**config.mk**
```make
export PLATFORM = sky130hd
export DESIGN_NAME = uart_rx_core
export DESIGN_NICKNAME = d
export VERILOG_FILES = /design/src/rtl/uart_rx_core.sv
export SDC_FILE = /design/constraint.sdc
export NUM_CORES = 1
export LEC_CHECK = 0
export BUFFER_PORTS_ARGS = -buffer_cell sky130_fd_sc_hd__buf_4
export CORE_MARGIN = 8
export CORE_UTILIZATION = 35
export CTS_CLUSTER_SIZE = 10
export DETAILED_ROUTE_END_ITERATION = 7
export GPL_ROUTABILITY_DRIVEN = 0
export SETUP_SLACK_MARGIN = 0.15
export SLEW_MARGIN = 20
export SYNTH_ARGS = -nofsm -noshare
export SYNTH_HDL_FRONTEND = slang
export SYNTH_SLANG_ARGS = --single-unit
```
**constraint.sdc**
```tcl
create_clock -name clk -period 3.3 [get_ports clk]
set_clock_uncertainty 0.05 [all_clocks]
set_input_delay 0.66 -clock clk [delete_from_list [all_inputs] [get_ports clk]]
set_output_delay 0.66 -clock clk [all_outputs]
set_load 0.01 [all_outputs]
```
**src/rtl/uart_rx_core.sv**
```systemverilog
// uart_rx_core: 8N1 serial receiver with oversampled bit recovery.
// The raw line is synchronised and framed by a start-edge-aligned tick generator.
// Received bytes are presented with a valid/ack handshake and sticky error flags.
module uart_rx_core #(
    parameter int unsigned CLK_FREQ   = 50_000_000,
    parameter int unsigned BAUD       = 9600,
    parameter int unsigned OVERSAMPLE = 16
) (
    input  logic       clk,
    input  logic       reset,
    input  logic       rxd,
    input  logic       rx_ack,
    input  logic       err_clr,
    output logic [7:0] rx_data,
    output logic       rx_valid,
    output logic       frame_err,
    output logic       overrun,
    output logic       busy
);

    localparam int unsigned DIV   = CLK_FREQ / (BAUD * OVERSAMPLE);
    localparam int unsigned DIV_W = (DIV > 1) ? $clog2(DIV) : 1;
    localparam int unsigned TCK_W = $clog2(OVERSAMPLE);

    localparam logic [DIV_W-1:0] DIV_LAST  = DIV_W'(DIV - 1);
    localparam logic [TCK_W-1:0] TICK_LAST = TCK_W'(OVERSAMPLE - 1);
    localparam logic [TCK_W-1:0] TICK_HALF = TCK_W'(OVERSAMPLE / 2 - 1);

    typedef enum logic [2:0] {
        S_IDLE,
        S_START,
        S_DATA,
        S_STOP,
        S_WAIT_IDLE
    } state_t;

    state_t           r_state;
    logic             r_sync1;
    logic             r_rxd_s;
    logic             r_prev_s;
    logic [DIV_W-1:0] r_div_cnt;
    logic [TCK_W-1:0] r_tick_cnt;
    logic [2:0]       r_bit_idx;
    logic [7:0]       r_shift;
    logic             r_dlv;
    logic             r_ferr;

    logic w_start;
    logic w_tick;

    assign w_start = r_prev_s & ~r_rxd_s;
    assign w_tick  = (r_div_cnt == DIV_LAST);

    // Two-flop synchroniser plus one delayed copy for start-edge detection
    always_ff @(posedge clk or negedge reset) begin
        if (!reset) begin
            r_sync1  <= 1'b1;
            r_rxd_s  <= 1'b1;
            r_prev_s <= 1'b1;
        end else begin
            r_sync1  <= rxd;
            r_rxd_s  <= r_sync1;
            r_prev_s <= r_rxd_s;
        end
    end

    // Oversample tick divider, re-phased to the frame on each accepted start edge
    always_ff @(posedge clk or negedge reset) begin
        if (!reset) begin
            r_div_cnt <= '0;
        end else if ((r_state == S_IDLE) && w_start) begin
            r_div_cnt <= '0;
        end else if (w_tick) begin
            r_div_cnt <= '0;
        end else begin
            r_div_cnt <= r_div_cnt + 1'b1;
        end
    end

    // Frame FSM: start validation, data shift, stop check, break lockout
    always_ff @(posedge clk or negedge reset) begin
        if (!reset) begin
            r_state    <= S_IDLE;
            r_tick_cnt <= '0;
            r_bit_idx  <= '0;
            r_shift    <= '1;
            r_dlv      <= 1'b0;
            r_ferr     <= 1'b0;
            busy       <= 1'b0;
        end else begin
            r_dlv  <= 1'b0;
            r_ferr <= 1'b0;
            case (r_state)
                S_IDLE: begin
                    if (w_start) begin
                        r_tick_cnt <= '0;
                        r_state    <= S_START;
                        busy       <= 1'b1;
                    end
                end
                S_START: begin
                    if (w_tick) begin
                        if (r_tick_cnt == TICK_HALF) begin
                            r_tick_cnt <= '0;
                            if (!r_rxd_s) begin
                                r_bit_idx <= '0;
                                r_state   <= S_DATA;
                            end else begin
                                r_state <= S_IDLE;
                                busy    <= 1'b0;
                            end
                        end else begin
                            r_tick_cnt <= r_tick_cnt + 1'b1;
                        end
                    end
                end
                S_DATA: begin
                    if (w_tick) begin
                        if (r_tick_cnt == TICK_LAST) begin
                            r_tick_cnt <= '0;
                            r_shift    <= {r_rxd_s, r_shift[7:1]};
                            if (r_bit_idx == 3'd7) begin
                                r_state <= S_STOP;
                            end else begin
                                r_bit_idx <= r_bit_idx + 1'b1;
                            end
                        end else begin
                            r_tick_cnt <= r_tick_cnt + 1'b1;
                        end
                    end
                end
                S_STOP: begin
                    if (w_tick) begin
                        if (r_tick_cnt == TICK_LAST) begin
                            r_tick_cnt <= '0;
                            if (r_rxd_s) begin
                                r_dlv   <= 1'b1;
                                r_state <= S_IDLE;
                                busy    <= 1'b0;
                            end else begin
                                r_ferr  <= 1'b1;
                                r_state <= S_WAIT_IDLE;
                            end
                        end else begin
                            r_tick_cnt <= r_tick_cnt + 1'b1;
                        end
                    end
                end
                S_WAIT_IDLE: begin
                    if (r_rxd_s) begin
                        r_state <= S_IDLE;
                        busy    <= 1'b0;
                    end
                end
                default: begin
                    r_state <= S_IDLE;
                    busy    <= 1'b0;
                end
            endcase
        end
    end

    // Consumer-facing byte register and sticky flags; event sets beat clears
    always_ff @(posedge clk or negedge reset) begin
        if (!reset) begin
            rx_data   <= '0;
            rx_valid  <= 1'b0;
            frame_err <= 1'b0;
            overrun   <= 1'b0;
        end else begin
            if (r_dlv) begin
                rx_data  <= r_shift;
                rx_valid <= 1'b1;
            end else if (rx_ack) begin
                rx_valid <= 1'b0;
            end

            if (r_dlv && rx_valid && !rx_ack) begin
                overrun <= 1'b1;
            end else if (err_clr) begin
                overrun <= 1'b0;
            end

            if (r_ferr) begin
                frame_err <= 1'b1;
            end else if (err_clr) begin
                frame_err <= 1'b0;
            end
        end
    end

endmodule

```
==> flow_metrics.py <==
metrics = {
    "yosys": {
        "synth_area_leaders": "dfrtp_1 40%, dfstp_2 14%, mux2_2 9.3%, nor2_1 3.1%, ha_1 3.0%",
        "syn-cell-area_um2": 2052,
        "avgSynthCellArea_um2": 11.66,
        "synthFlopType": "dfrtp_1",
        "synthMostInstantiatedCell": "dfrtp_1",
        "ys_top_cells_by_count": "33 x dfrtp_1, 17 x mux2_2, 17 x nor2_1",
        "asyncSetResetFlopFracSynth_pct": 100.0,
        "netlist_instances": 176,
        "seq_area_frac_synth_pct": 54.33,
        "synthDominantAreaCellType": "dfrtp_1",
        "synth_enable_flop_cells": 0,
        "yosys_register_bits": 44,
        "post_synthesis_net_count": 186,
        "synth.top_cell.area_share_pct": 40.24,
        "synth_cell_types": 43,
        "ys_warn_count": 0,
    },
    "timing": {
        "period_share_pct": 64.69,
        "maxSlewHeadroom_pct": 61.15,
        "hold_viol_final": 0,
        "unrepaired_setup_endpoints_after_global_routing": "false",
        "least_margin_pin_slew_ps": 578.4,
        "final_max_slew_viol_count": 0,
        "fmaxAchievable_ghz": 0.4685,
        "final-setup-viol-count": 0,
        "totalNegativeSetupSlack_ps": 0,
        "finalCriticalPeriod_ps": 2135,
    },
    "power_and_ir_drop": {
        "leakagePower_nw": 1.087,
        "total_power_mw": 1.415,
        "powerDensity_nw_per_um2": 604.0,
        "max_ir_drop_vdd_uv": 343.0,
    },
    "clocking": {
        "holdBufCountCts": 0,
        "number_of_resized_instances_in_the_post_cts_repair_step": 0,
        "cts-buffers-inserted": 5,
        "post-cts-setup-buffer-count": 0,
        "ctsRootBufferMaster": "clkbuf_8",
        "clk_pin_slew_worst_paths_ps": 80,
        "cts_tree": "yes",
        "cts-htree-levels": 2,
        "numClockSinks": 44,
        "insertion_delay_of_the_later_clocked_pin_in_the_worst_skew_pair_ps": 300,
        "cts_max_path_buffers": 2,
    },
    "layout": {
        "final_layout_size_suffix_gt1_share_pct": 30.41,
        "synthToLayoutAreaGrowth_pct": 14.21,
        "fillers": 566,
        "antenna-diode-count": 0,
        "fin_nets": 203,
        "fin_area_um2": 2344,
        "core_util_final_pct": 40.54,
    },
    "die": {
        "floorplan.initialDensity_pct": 35.50,
        "chipWidth_um": 92.57,
        "row_count": 28,
        "die-area_um2": 8569,
        "die-height_um": 92.57,
        "ioPinCount": 17,
        "fp.coreArea_um2": 5781,
    },
    "place": {
        "place_area_um2": 2228,
        "placement.io_buffers": 16,
        "half_perimeter_wire_length_of_the_detailed_placement_result_um": 2426,
    },
    "worst_setup_path": {
        "worst-endpoint-required_ps": 3480,
        "regToRegEndpoint": "r_shift[7]$_DFFE_PN1P_",
        "reg2reg_from": "r_div_cnt[0]$_DFF_PN0_",
        "worstSetupPathType": "flip-flop to flip-flop",
        "arrival_time_of_the_worst_setup_path_ps": 2310,
        "crit_fanout": 8,
        "reg2reg_depth": 6,
        "register_to_register_setup_slack_ps": 1170,
        "cp_capture_type": "flip-flop",
        "crit_path_start_kind": "flip-flop",
        "cp-startpoint": "r_div_cnt[0]$_DFF_PN0_",
    },
    "global_route": {
        "grtUsageTotal_pct": 8.847,
        "grt_start_max_net_pins": 45,
        "first_global_vias": 1273,
        "grt_antenna_before_repair": 0,
        "global_route_wire_length_before_repair_um": 6099,
        "globalRoute.totalOverflow": 0,
    },
    "route": {
        "drt.antenna.violating_nets": 0,
        "dr_total_vias": 1321,
        "drt_pass1_iterations": 4,
        "drt_iter0_drc": 61,
        "post_drt_wl_per_cell_um": 13.07,
        "drt_wl_total_um": 3516,
        "via_per_inst": 4.911,
        "route.detailed.drc": 0,
    },
    "outcome": {
        "outcome": "finished, final reports clean",
    },
    "hold_path": {
        "hold_class": "input port to asynchronous set/reset pin",
    },
    "job": {
        "max-cap-violations": 0,
    },
}
-- stage by stage --
stage	std cells	setup slack, ps	hold slack (ps)
5_1_grt	269	1019	308.7
6_report	269	1165	285.1
3_3_place_gp	261	1197	297.0
4_1_cts	269	1143	299.4
3_5_place_dp	261	1175	298.8
2_1_floorplan	176	1374	295.2
-- per-layer routing --
layer	part of all wire, %	up-vias	track usage [%]
li1	-	647	-
met1	48	652	11.14
met2	47	16	13.71
met3	3.1	6	2.589
met4	1.9	0	4.027
met5	0	-	0
-- layout make-up --
class | instances | area [um^2] | area share, %
multi-input combinational | 114 | 854.6 | 36.47
clock buffer | 5 | 68.82 | 2.936
inverter | 12 | 45.04 | 1.922
timing repair buffer | 16 | 120.1 | 5.125
tap | 75 | 93.84 | 4.004
sequential | 44 | 1115 | 47.57
clock inverter | 3 | 46.29 | 1.975
-- state kept, by name (all words and copies together) (netlist names) --
| name | flops |
|---|---|
| busy | 1 |
| frame_err | 1 |
| overrun | 1 |
| r_bit_idx | 3 |
| r_div_cnt | 9 |
| r_dlv | 1 |
| r_ferr | 1 |
| r_prev_s | 1 |
| r_rxd_s | 1 |
| r_shift | 8 |
| r_state | 3 |
| r_sync1 | 1 |
| r_tick_cnt | 4 |
| rx_data | 8 |
| rx_valid | 1 |
-- where the power goes --
| group | total, mW | switching, mW | internal [mW] |
|---|---|---|---|
| registers | 0.723 | 0.112 | 0.610 |
| logic | 0.276 | 0.137 | 0.139 |
| clock network | 0.417 | 0.189 | 0.228 |
| total | 1.42 | 0.438 | 0.977 |
-- worst max-delay path by stage --
stage / endpoint / slack, ps / cells past startpoint
4_1_cts: r_shift[7]$_DFFE_PN1P_ / 1140 / 6
3_3_place_gp: r_shift[5]$_DFFE_PN1P_ / 1200 / 6
5_1_grt: r_bit_idx[0]$_DFFE_PN0P_ / 1020 / 6
6_report: r_shift[7]$_DFFE_PN1P_ / 1170 / 6
2_1_floorplan: r_bit_idx[0]$_DFFE_PN0P_ / 1370 / 4
3_5_place_dp: r_shift[4]$_DFFE_PN1P_ / 1180 / 6
-- cells in the final DEF (no fill, tap or decap), drive strengths merged, types with 2 or more instances in the layout --
cell,n
dfstp,11
a21oi,7
mux2i,4
clkbuf,5
nor3b,2
nand2,13
mux2,17
nor4b,2
dfrtp,33
nand3,6
o21ai,5
nor3,3
a21o,2
xor2,2
inv,13
xnor2,7
o31ai,2
nor2,17
and3,2
ha,5
buf,16
-- cell families (layout without fill, tap and decap cells) --
| family | count (synthesis) | after routing | synth area share (%) |
|---|---|---|---|
| and+or+nand+nor | 52 | 52 | 14.21 |
| DFF | 44 | 44 | 54.33 |
| AOI/OAI and AO/OA | 27 | 27 | 9.268 |
| muxes | 21 | 21 | 11.28 |
| buffers and inverters | 18 | 36 | 4.024 |
| xor gates and xnor gates | 9 | 9 | 3.842 |
| adders and majority gates | 5 | 5 | 3.049 |
-- worst max-delay path: stages (launching register included) --
cell and delay [ps]:
dfrtp_1 420, inv_1 70, ha_1 130, and4b_1 320
nand2_4 120, nor4_4 570, mux2_2 400
(Power assumes the default switching activity.)
